==> src/rtl/rx_py_pkg.sv <==
// rx_py_pkg: shared states, header field layout and LLID codes for the RX payload deserializer
package rx_py_pkg;
  typedef enum logic [2:0] {IDLE, HDR, DATA, CRC, WAITCRC} state_t;
  localparam int LLID_LSB = 0;
  localparam int LLID_W = 2;
  localparam int FLOW_BIT = 2;
  localparam int LEN_LSB = 3;
  localparam int LEN1_W = 5;
  localparam int LEN2_W = 10;
  localparam int CRC_BITS = 16;
  localparam logic [1:0] LLID_CONT = 2'b01;
  localparam logic [1:0] LLID_START = 2'b10;
  localparam logic [1:0] LLID_LMP = 2'b11;
endpackage

==> src/rtl/rx_py_bytepack.sv <==
// rx_py_bytepack: LSB-first 8-bit shift register with bit counter, pulses byte_rdy_p after the 8th bit
module rx_py_bytepack (
  input  logic       clk_6M,
  input  logic       rstz,
  input  logic       clr,
  input  logic       bit_en,
  input  logic       bit_in,
  output logic       byte_rdy_p,
  output logic       last,
  output logic [7:0] data
);
  logic [2:0] cnt;
  assign last = cnt == 3'd7;
  always_ff @(posedge clk_6M or negedge rstz)
    if (!rstz) begin
      cnt <= '0;
      data <= '0;
      byte_rdy_p <= 1'b0;
    end else if (clr) begin
      cnt <= '0;
      byte_rdy_p <= 1'b0;
    end else begin
      byte_rdy_p <= bit_en & last;
      if (bit_en) begin
        data <= {bit_in, data[7:1]};
        cnt <= cnt + 3'd1;
      end
    end
endmodule

==> src/rtl/rx_pydeser.sv <==
// rx_pydeser: parses the ACL payload header, packs body bytes into the RX buffer and reports CRC/length status
// Define RX_PYDESER_LEN_CLIP_EN to stop buffer writes after MAXLEN bytes on oversize headers.
module rx_pydeser import rx_py_pkg::*; #(
  parameter int MAXLEN = 1021,
  parameter int AW = 10
) (
  input  logic              clk_6M,
  input  logic              rstz,
  input  logic              pk_encode,
  input  logic              dec_py_st_p,
  input  logic              pybit_valid_p,
  input  logic              pybit,
  input  logic              hdr2byte,
  input  logic              dec_py_endp,
  input  logic              crc_rdy_p,
  input  logic              dec_crcgood,
  output logic [1:0]        rx_llid,
  output logic              rx_flow,
  output logic [9:0]        rx_length,
  output logic              hdr_valid_p,
  output logic              wr_en_p,
  output logic [AW-1:0]     wr_addr,
  output logic [7:0]        wr_data,
  output logic              py_done_p,
  output logic              rx_crcpass,
  output logic              len_err
);
  localparam logic [LEN2_W-1:0] MAXLEN_V = LEN2_W'(MAXLEN);
  state_t state, state_nx;
  logic hdr2, start, busy, acc, hdr_last, crc_last, byte_last, early_end, crc_take;
  logic bp_rdy, bp_last, bp_clr;
  logic [3:0] cnt;
  logic [15:0] hdr, hdr_nx;
  logic [LEN2_W-1:0] len_nx, bcnt;
  assign start = dec_py_st_p & ~pk_encode;
  assign busy = state inside {HDR, DATA, CRC};
  assign acc = pybit_valid_p & busy & ~start & ~pk_encode;
  assign hdr_last = acc & (state == HDR) & (cnt == (hdr2 ? 4'd15 : 4'd7));
  assign crc_last = acc & (state == CRC) & (cnt == 4'(CRC_BITS - 1));
  assign byte_last = acc & (state == DATA) & bp_last & (bcnt + 1'b1 == rx_length);
  // an end pulse on the very last CRC bit is a clean finish, anything earlier is short
  assign early_end = dec_py_endp & busy & ~start & ~pk_encode & ~crc_last;
  assign crc_take = (state == WAITCRC) & crc_rdy_p & ~start & ~pk_encode;
  always_comb begin
    hdr_nx = hdr;
    hdr_nx[cnt] = pybit;
    len_nx = hdr2 ? hdr_nx[LEN_LSB +: LEN2_W] : LEN2_W'(hdr_nx[LEN_LSB +: LEN1_W]);
  end
  always_comb begin
    state_nx = state;
    if (pk_encode) state_nx = IDLE;
    else if (start) state_nx = HDR;
    else if (early_end) state_nx = WAITCRC;
    else if (hdr_last) state_nx = (len_nx != '0) ? DATA : CRC;
    else if (byte_last) state_nx = CRC;
    else if (crc_last) state_nx = WAITCRC;
    else if (crc_take) state_nx = IDLE;
  end
  always_ff @(posedge clk_6M or negedge rstz)
    if (!rstz) state <= IDLE;
    else state <= state_nx;
  always_ff @(posedge clk_6M or negedge rstz)
    if (!rstz) begin
      hdr2 <= 1'b0;
      cnt <= '0;
      hdr <= '0;
      bcnt <= '0;
      rx_llid <= '0;
      rx_flow <= 1'b0;
      rx_length <= '0;
      hdr_valid_p <= 1'b0;
      py_done_p <= 1'b0;
      rx_crcpass <= 1'b0;
      len_err <= 1'b0;
    end else begin
      hdr_valid_p <= hdr_last;
      py_done_p <= crc_take;
      if (start) begin
        hdr2 <= hdr2byte;
        cnt <= '0;
        hdr <= '0;
        bcnt <= '0;
        rx_crcpass <= 1'b0;
        len_err <= 1'b0;
      end else begin
        if (acc && state != DATA) cnt <= hdr_last ? 4'd0 : cnt + 4'd1;
        if (acc && state == HDR) hdr <= hdr_nx;
        if (hdr_last) begin
          rx_llid <= hdr_nx[LLID_LSB +: LLID_W];
          rx_flow <= hdr_nx[FLOW_BIT];
          rx_length <= len_nx;
        end
        if (early_end || (hdr_last && len_nx > MAXLEN_V)) len_err <= 1'b1;
        if (bp_rdy) bcnt <= bcnt + 1'b1;
        if (crc_take) rx_crcpass <= dec_crcgood;
      end
    end
  assign bp_clr = (state != DATA) | start | pk_encode;
  rx_py_bytepack u_bytepack (
    .clk_6M    (clk_6M),
    .rstz      (rstz),
    .clr       (bp_clr),
    .bit_en    (acc & (state == DATA)),
    .bit_in    (pybit),
    .byte_rdy_p(bp_rdy),
    .last      (bp_last),
    .data      (wr_data)
  );
`ifdef RX_PYDESER_LEN_CLIP_EN
  assign wr_en_p = bp_rdy & ~pk_encode & (bcnt < MAXLEN_V);
`else
  assign wr_en_p = bp_rdy & ~pk_encode;
`endif
  assign wr_addr = AW'(bcnt);
endmodule

==> config.mk <==
export PLATFORM = sky130hd
export DESIGN_NAME = rx_pydeser
export DESIGN_NICKNAME = d
export VERILOG_FILES = /design/src/rtl/rx_py_pkg.sv /design/src/rtl/rx_py_bytepack.sv /design/src/rtl/rx_pydeser.sv
export SDC_FILE = /design/constraint.sdc
export NUM_CORES = 1
export LEC_CHECK = 0
export ABC_CLOCK_PERIOD_IN_PS = 2840
export CAP_MARGIN = 20
export CORE_MARGIN = 5
export CORE_UTILIZATION = 40
export DETAILED_ROUTE_END_ITERATION = 16
export PLACE_DENSITY = 0.71
export SYNTH_ARGS = -nofsm -noshare
export SYNTH_HDL_FRONTEND = slang
export SYNTH_SLANG_ARGS = --single-unit
export TNS_END_PERCENT = 20
==> constraint.sdc <==
create_clock -name clk_6M -period 2.84 [get_ports clk_6M]
set_input_delay 0.284 -clock clk_6M [delete_from_list [all_inputs] [get_ports clk_6M]]
set_output_delay 0.284 -clock clk_6M [all_outputs]
set_load 0.01 [all_outputs]
==> flow_summary.toml, run 1 <==
[routing]
antenna_left = 0
via_per_inst = 5.27
firstDrtPassIters = 4
wl_per_cell_um = 14.9
routed_wl_um = 7590
drt_iter0_markers = 133
via_count = 2690
route.detailed.drc = 0

[cts]
cts.sinks = 60
cts_resized = 0
cts_buffer_depth = 2
cts_root_buffer = "clkbuf_8"
clock_latency_ns = 0.34
cts_made_buffers = 9
path_clk_slew_ns = 0.07
h-tree-depth = 3
cts_tree = "yes"
hold_buffers = 0
postCtsSetupBuffers = 0

[setup_path]
path_class = "reg -> reg"
critPathRequiredTime_ns = 3.06
r2r-end = "state[0]"
critical_path_arrival_ns = 2.65
start_kind = "register"
crit_path_max_incr_delay_ns = 0.53
crit_path_max_fanout = 5
reg2reg_depth = 7
worst-path-buf-inv = 0
path_cells = "ha_1 > xor2_1 > a211oi_1 > nand3_1 > or4_1 > o31ai_1 > a21oi_1"
slowest_stage = "or4_1"
cp_top_family = "simple AND/OR/NAND/NOR gates"
r2r_slack_ns = 0.41
r2r-start = "wr_addr[0]"
end_kind = "register"

[synthesis]
syn-instance-count = 361
synth_flop_cell = "dfrtp_1"
syn_nets = 378
ys_ff_latch = 60
synthTopCellsByArea = "dfrtp_1, nand2_1, mux2i_1"
synth_edf_count = 0
synth_top_area_cell = "dfrtp_1"
yosys.area.top_type_share = 0.469
synth-seq-area-share = 0.469
synth_cell_types = 42
yosysWarnings = 0
async_flop_share = 1.00
syn-cell-area_um2 = 3200
syn_area_per_cell_um2 = 8.88

[job]
cap_violations = 0

[die]
die_h_um = 99.5
num_rows = 32
initial_core_util = 0.413
floorplan.core_area_um2 = 7770
die_area_um2 = 9900
dieWidth_um = 99.5
io_pins = 46

[finish]
finalInstanceArea_um2 = 3920
fin_nets = 422
fillers = 748
syn_to_final_growth_pct = 22.5
drive_gt1_frac = 0.0784
diodes = 0

[status]
status = "finished clean"

[sta]
setup-violations-final = 0
fin_hold_ws_ns = 0.0872
fin_ws_ns = 0.414
maxSlewViolCount = 0
worst_pin_slew_ns = 0.753
slew_headroom = 0.498
clock_skew_ns = 0.00901
max_freq_mhz = 412
rsz0062_at_grt = "false"
final-hold-violation-count = 0
period_share = 0.854
setup_tns_ns = 0
period_minus_slack_ns = 2.43

[placement]
dp_hpwl_um = 5410
post-place-ws_ns = 0.329
io_buffers = 45
placed_area_um2 = 3770
gp_congestion = 0.902

[global_routing]
grt_max_degree = 61
grt_pass1_vias = 2680
gr-total-overflow = 0
antenna_found_initial = 0
grt_pass1_wl_um = 12900
grt.total_usage = 0.162

[power_and_ir_drop]
max-vdd-ir-drop_mv = 0.335
p_total_mw = 1.61
leakage_nw = 1.81
p_per_area_nw_per_um2 = 410

[hold_path]
hp-class = "in -> async"
==> layout make-up <==
type                    instances  area, um^2  share of cell area
clock buffers                  11         141              0.0360
flip-flops and latches         60        1500               0.383
repair buffers                 55         520               0.133
well taps                     102         128              0.0325
clock inverters                 3        15.0             0.00383
multi-input cells             273        1600               0.407
inverters                       6        22.5             0.00574
==> worst max-delay path by stage <==
| stage | start | endpoint | slack, ns | cells past startpoint |
|---|---|---|---|---|
| 6_report | wr_addr[0] | state[0] | 0.41 | 7 |
| 5_1_grt | wr_addr[0] | state[0] | 0.34 | 7 |
| 4_1_cts | wr_addr[0] | state[0] | 0.42 | 7 |
| 3_5_place_dp | pybit_valid_p | state[0] | 0.33 | 7 |
| 3_3_place_gp | pk_encode | state[0] | 0.35 | 7 |
| 2_1_floorplan | wr_addr[0] | state[0] | 0.66 | 8 |
==> report_power, final <==
group	internal, mW	switching (mW)	leakage (nW)
Sequential	0.862	0.0116	0.834
Combinational	0.0360	0.0561	0.887
Clock	0.326	0.317	0.0848
==> registers in the layout, indices dropped and copies added, names as in the netlist, 2 cells and up <==
signal,count
cnt,4
hdr,13
rx_length,10
rx_llid,2
state,3
u_bytepack.cnt,3
u_bytepack.data,8
wr_addr,10
==> stage by stage <==
step | cells | util
after floorplan | 361 | -
after global placement | 496 | 0.485
after detailed placement | 496 | 0.485
after CTS | 510 | 0.505
after global routing | 510 | 0.505
final | 510 | 0.505
==> synth_stat cells, drive strengths merged (2+ instances only) <==
| cell | n |
|---|---|
| a21boi | 2 |
| a211oi | 2 |
| nand3b | 7 |
| nand2 | 62 |
| nor2 | 33 |
| xor2 | 13 |
| a31oi | 3 |
| a21oi | 24 |
| or3 | 4 |
| nand4 | 6 |
| buf | 3 |
| and2 | 2 |
| o21a | 2 |
| ha | 7 |
| nand2b | 4 |
| a22o | 3 |
| nor2b | 7 |
| o21ai | 26 |
| xnor2 | 9 |
| nor3 | 4 |
| or2 | 3 |
| or4 | 2 |
| nand3 | 20 |
| inv | 6 |
| nor4 | 3 |
| mux2i | 13 |
| clkbuf | 19 |
| dfrtp | 60 |
| and3 | 2 |
==> cells by family (layout without fill, tap and decap cells) <==
group | after synthesis | after routing | synth area share
AO/OA/AOI/OAI | 67 | 67 | 0.120
multiplexers | 14 | 14 | 0.0441
XOR/XNOR | 22 | 22 | 0.0601
adder cells (fa/ha/maj) | 7 | 7 | 0.0273
flip-flops | 60 | 60 | 0.469
buffers and inverters | 28 | 75 | 0.0336
AND/OR/NAND/NOR | 163 | 163 | 0.246
==> layer usage <==
metal | routed length (um) | global-route usage | part of all wire
met3 | 382 | 0.0470 | 0.050
met5 | 0 | 0 | 0
met2 | 3480 | 0.252 | 0.46
met4 | 74 | 0.0420 | 0.0098
met1 | 3650 | 0.223 | 0.48
==> layout by cell type (no fill, tap or decap), types with 9 or more instances in the layout <==
cell type        Yosys  layout
a21oi_1             24      24
nand2_1             62      62
nor2_1              31      31
dfrtp_1             60      60
xor2_1              13      13
nand3_1             20      20
o21ai_0             26      26
clkdlybuf4s50_1      0      44
buf_4                0      10
mux2i_1             13      13
xnor2_1              9       9
clkbuf_8             0      10
Power figures use the tool's default switching activity.
==> run 2: changes to the inputs <==
- CORE_ASPECT_RATIO: unset -> 0.5
==> flow_summary.toml, run 2 (synthesis gave the netlist of run 1 again) <==
[setup_path]
crit_path_max_incr_delay_ns = 0.54
cp_top_family = "simple AND/OR/NAND/NOR gates"
path_cells = "ha_1 > xor2_1 > a211oi_1 > nand3_1 > or4_1 > o31ai_1 > a21oi_1"
crit_path_max_fanout = 5
path_class = "reg -> reg"
critical_path_arrival_ns = 2.60
worst-path-buf-inv = 0
end_kind = "register"
slowest_stage = "or4_1"
critPathRequiredTime_ns = 3.05
start_kind = "register"
r2r_slack_ns = 0.45

[power_and_ir_drop]
p_per_area_nw_per_um2 = 486
max-vdd-ir-drop_mv = 0.278
leakage_nw = 1.87
p_total_mw = 1.99

[sta]
slew_headroom = 0.561
maxSlewViolCount = 0
setup_tns_ns = 0
setup-violations-final = 0
max_freq_mhz = 418
period_minus_slack_ns = 2.39
period_share = 0.843
worst_pin_slew_ns = 0.659
rsz0062_at_grt = "false"
clock_skew_ns = 0.00367
final-hold-violation-count = 0

[global_routing]
antenna_found_initial = 0
grt.total_usage = 0.166
grt_util_met1 = 0.225
gr-total-overflow = 0
grtUsageMet3 = 0.0445
busiest_layer = "met2"
met2_usage = 0.256
grt_max_degree = 34
grt_pass1_wl_um = 13000
grt_pass1_vias = 2611

[die]
io_pins = 46
die_h_um = 73.3
dieWidth_um = 137
die_area_um2 = 10000
num_rows = 23
floorplan.core_area_um2 = 7910
initial_core_util = 0.405

[cts]
cts_buffer_depth = 2
cts.sinks = 60
cts_made_buffers = 9
path_clk_slew_ns = 0.05
cts_tree = "yes"
cts_root_buffer = "clkbuf_16"
postCtsSetupBuffers = 0
h-tree-depth = 3
clock_latency_ns = 0.33

[finish]
fin_cells = 524
final_common_cell = "nand2_1"
syn_to_final_growth_pct = 27.7
final_cell_mix = "nand2_1, dfrtp_1, clkdlybuf4s50_1"
drive_gt1_frac = 0.0801
largest-register = "hdr"
fin_nets = 424
largest_reg_flops = 13
diodes = 0

[placement]
dp_hpwl_um = 5420
io_buffers = 45
gp_congestion = 0.840
place_inst = 507

[routing]
via_per_inst = 5.25
wl_per_cell_um = 14.7
route.detailed.drc = 0
via_count = 2752
antenna_left = 0
routed_wl_um = 7700
firstDrtPassIters = 5
drt_iter0_markers = 273

[hold_path]
hp-class = "reg -> reg"

[job]
cap_violations = 0

[status]
status = "finished clean"
## run 2: cell count changes in the layout (fill, tap and decap cells not counted)
cell           change
buf_12             +1
clkbuf_1           +2
clkbuf_16          +9
clkbuf_8           -7
clkinv_2           -2
dlygate4sd3_1      +1
## run 2: area by class of cell
class	count	area (um^2)
multi-input cells	273	1600
clock inverters	1	5.00
flip-flops and latches	60	1500
inverters	6	22.5
clock buffers	15	278
well taps	112	140
repair buffers	57	551
fillers	725	3820
## run 2: per-stage QoR
step	util	area [um^2]	setup WS [ns]	hold slack, ns
floorplan	-	3200	0.656	-0.0116
global placement	0.480	3800	0.334	0.342
detailed placement	0.480	3800	0.329	0.353
CTS	0.517	4090	0.471	0.479
global route	0.517	4090	0.350	0.517
finish	0.517	4090	0.445	0.479
## run 2: path summary, 6_finish.rpt
check                                           to               start  cells after the start
worst min-delay path            u_bytepack.data[0]  u_bytepack.data[0]                      2
worst max register to register            state[0]          wr_addr[0]                      7
min in group asynchronous                   hdr[3]                rstz                      2
worst min register to register  u_bytepack.data[0]  u_bytepack.data[0]                      2
max in group asynchronous       u_bytepack.data[0]                rstz                      3
worst max-delay path                      state[0]          wr_addr[0]                      7
## run 2: routing by layer
metal | vias to the layer above | routed length, um
met5 | - | 0
met2 | 76 | 3510
met3 | 12 | 476
met1 | 1327 | 3590
met4 | 0 | 127
li1 | 1337 | -
## run 2: power breakdown
| part | leakage (nW) | total (mW) | internal (mW) | switching (mW) |
|---|---|---|---|---|
| Sequential | 0.834 | 0.875 | 0.864 | 0.0116 |
| Clock | 0.140 | 1.02 | 0.660 | 0.357 |
| Combinational | 0.899 | 0.0953 | 0.0386 | 0.0567 |
| Total | 1.87 | 1.99 | 1.56 | 0.426 |
## run 2: worst min-delay path, cell delays in order, from the launching register on
cell and delay, ns:
dfrtp_1 0.34, nand2_1 0.05, nand2_1 0.05
## run 2: repair_timing
item	4_1_cts	5_1_grt
hold endpoints to repair	20	0
hold buffers	1	0
gates resized for setup	0	0
==> run 3: changes to the inputs <==
- ABC_CLOCK_PERIOD_IN_PS: 2840 -> 2300
- clock period: 2.84 -> 2.3 ns (I/O delays scaled with it)
==> flow_summary.toml, run 3 (synthesis gave the netlist of run 1 again) <==
[status]
status = "finished clean"

[finish]
largest_reg_flops = 13
final_common_cell = "nand2_1"
fin_nets = 439
multi_input_area_um2 = 1610
drive_gt1_frac = 0.122
seq_area_um2 = 1500
syn_to_final_growth_pct = 32.6
diodes = 0
largest-register = "hdr"
final_cell_mix = "nand2_1, dfrtp_1, clkdlybuf4s50_1"
fillers = 690
finish.utilization = 0.537

[sta]
setup_tns_ns = 0
maxSlewViolCount = 0
fin_ws_ns = 0.122
final-hold-violation-count = 0
period_share = 0.947
worst_pin_slew_ns = 0.625
rsz0062_at_grt = "false"
max_freq_mhz = 459
fin_hold_ws_ns = 0.282
setup-violations-final = 0
slew_headroom = 0.578
clock_skew_ns = 0.00777
period_minus_slack_ns = 2.18

[cts]
postCtsSetupBuffers = 0
cts.sinks = 60
cts_tree = "yes"
h-tree-depth = 3
cts_buffer_depth = 2
cts_made_buffers = 9
cts_root_buffer = "clkbuf_16"
path_clk_slew_ns = 0.05
clock_latency_ns = 0.34

[die]
initial_core_util = 0.405
dieWidth_um = 137
num_rows = 23
io_pins = 46
die_area_um2 = 10000
die_h_um = 73.3
floorplan.core_area_um2 = 7910

[setup_path]
start_kind = "register"
end_kind = "register"
cp-startpoint = "wr_addr[0]"
slowest_stage = "or4_1"
crit_path_max_fanout = 2
crit_path_max_incr_delay_ns = 0.54
path_cells = "ha_1 > xor2_1 > a211oi_2 > nand3_1 > or4_1 > o31ai_2 > a21oi_1"
cp_top_family = "simple AND/OR/NAND/NOR gates"
path_class = "reg -> reg"
worst-path-buf-inv = 0
critical_path_arrival_ns = 2.39
r2r-start = "wr_addr[0]"
critPathRequiredTime_ns = 2.51

[power_and_ir_drop]
seqPwrFrac = 0.408
max-vdd-ir-drop_mv = 0.350
swShare = 0.210
p_per_area_nw_per_um2 = 622
switchingPower_mw = 0.554
pwr-share-comb = 0.046
leakage_nw = 1.97
p_int_mw = 2.09
p_clk_frac = 0.545

[job]
cap_violations = 0

[placement]
io_buffers = 45
gp_congestion = 0.863
dp_hpwl_um = 5630
post-place-ws_ns = -0.187

[routing]
wl_per_cell_um = 14.4
route.detailed.drc = 0
antenna_left = 0
firstDrtPassIters = 4
drt_iter0_markers = 246
routed_wl_um = 7750
via_per_inst = 5.15
via_count = 2777

[hold_path]
hp-class = "in -> async"

[global_routing]
antenna_found_initial = 0
grt_max_degree = 53
grt_pass1_vias = 2601
grt_pass1_wl_um = 13200
gr-total-overflow = 0
grt.total_usage = 0.171
run 3: cell type report:
type | instances | area share
tap | 112 | 0.0330
timing repair buffer | 72 | 0.156
multi-input combinational | 273 | 0.378
clock inverter | 5 | 0.0177
clock buffer | 11 | 0.0571
sequential | 60 | 0.353
inverter | 6 | 0.00530
run 3: routing by layer:
metal / part of all wire / track usage / wire length [um]
met5: 0 / 0 / 0
met4: 0.0093 / 0.0447 / 72
met3: 0.074 / 0.0595 / 575
met2: 0.47 / 0.260 / 3620
met1: 0.45 / 0.233 / 3470
run 3: what timing repair did:
action                                 in CTS  in global routing
hold buffers                                1                  0
endpoints found under the hold margin       8                  0
setup endpoints to repair                   0                  1
gates resized for setup                     0                  2
run 3: per-stage QoR:
step                total power, mW  area (um^2)  instances
floorplan                      1.14         3200        361
global placement               1.22         3910        522
detailed placement             1.22         3910        522
CTS                            2.67         4240        539
global route                   2.74         4250        539
finish                         2.64         4250        539
run 3: path summary, 6_finish.rpt:
path                                            to  slack, ns  cells past startpoint
worst min-delay path                        cnt[0]       0.28                      2
max in group asynchronous               wr_addr[3]       1.47                      3
min in group clk_6M                           hdr2       0.45                      3
worst min register to register  u_bytepack.data[0]       0.48                      2
worst max-delay path                      state[0]       0.12                      7
worst max register to register            state[0]       0.12                      7
run 3: power by group through the flow:
| stage | Combinational (mW) | Sequential, mW | Clock (mW) |
|---|---|---|---|
| after floorplan | 0.0540 | 1.09 | 0 |
| final | 0.123 | 1.08 | 1.44 |
| after global placement | 0.120 | 1.10 | 0 |
| after detailed placement | 0.122 | 1.10 | 0 |
| after global routing | 0.137 | 1.08 | 1.52 |
| after CTS | 0.124 | 1.08 | 1.46 |
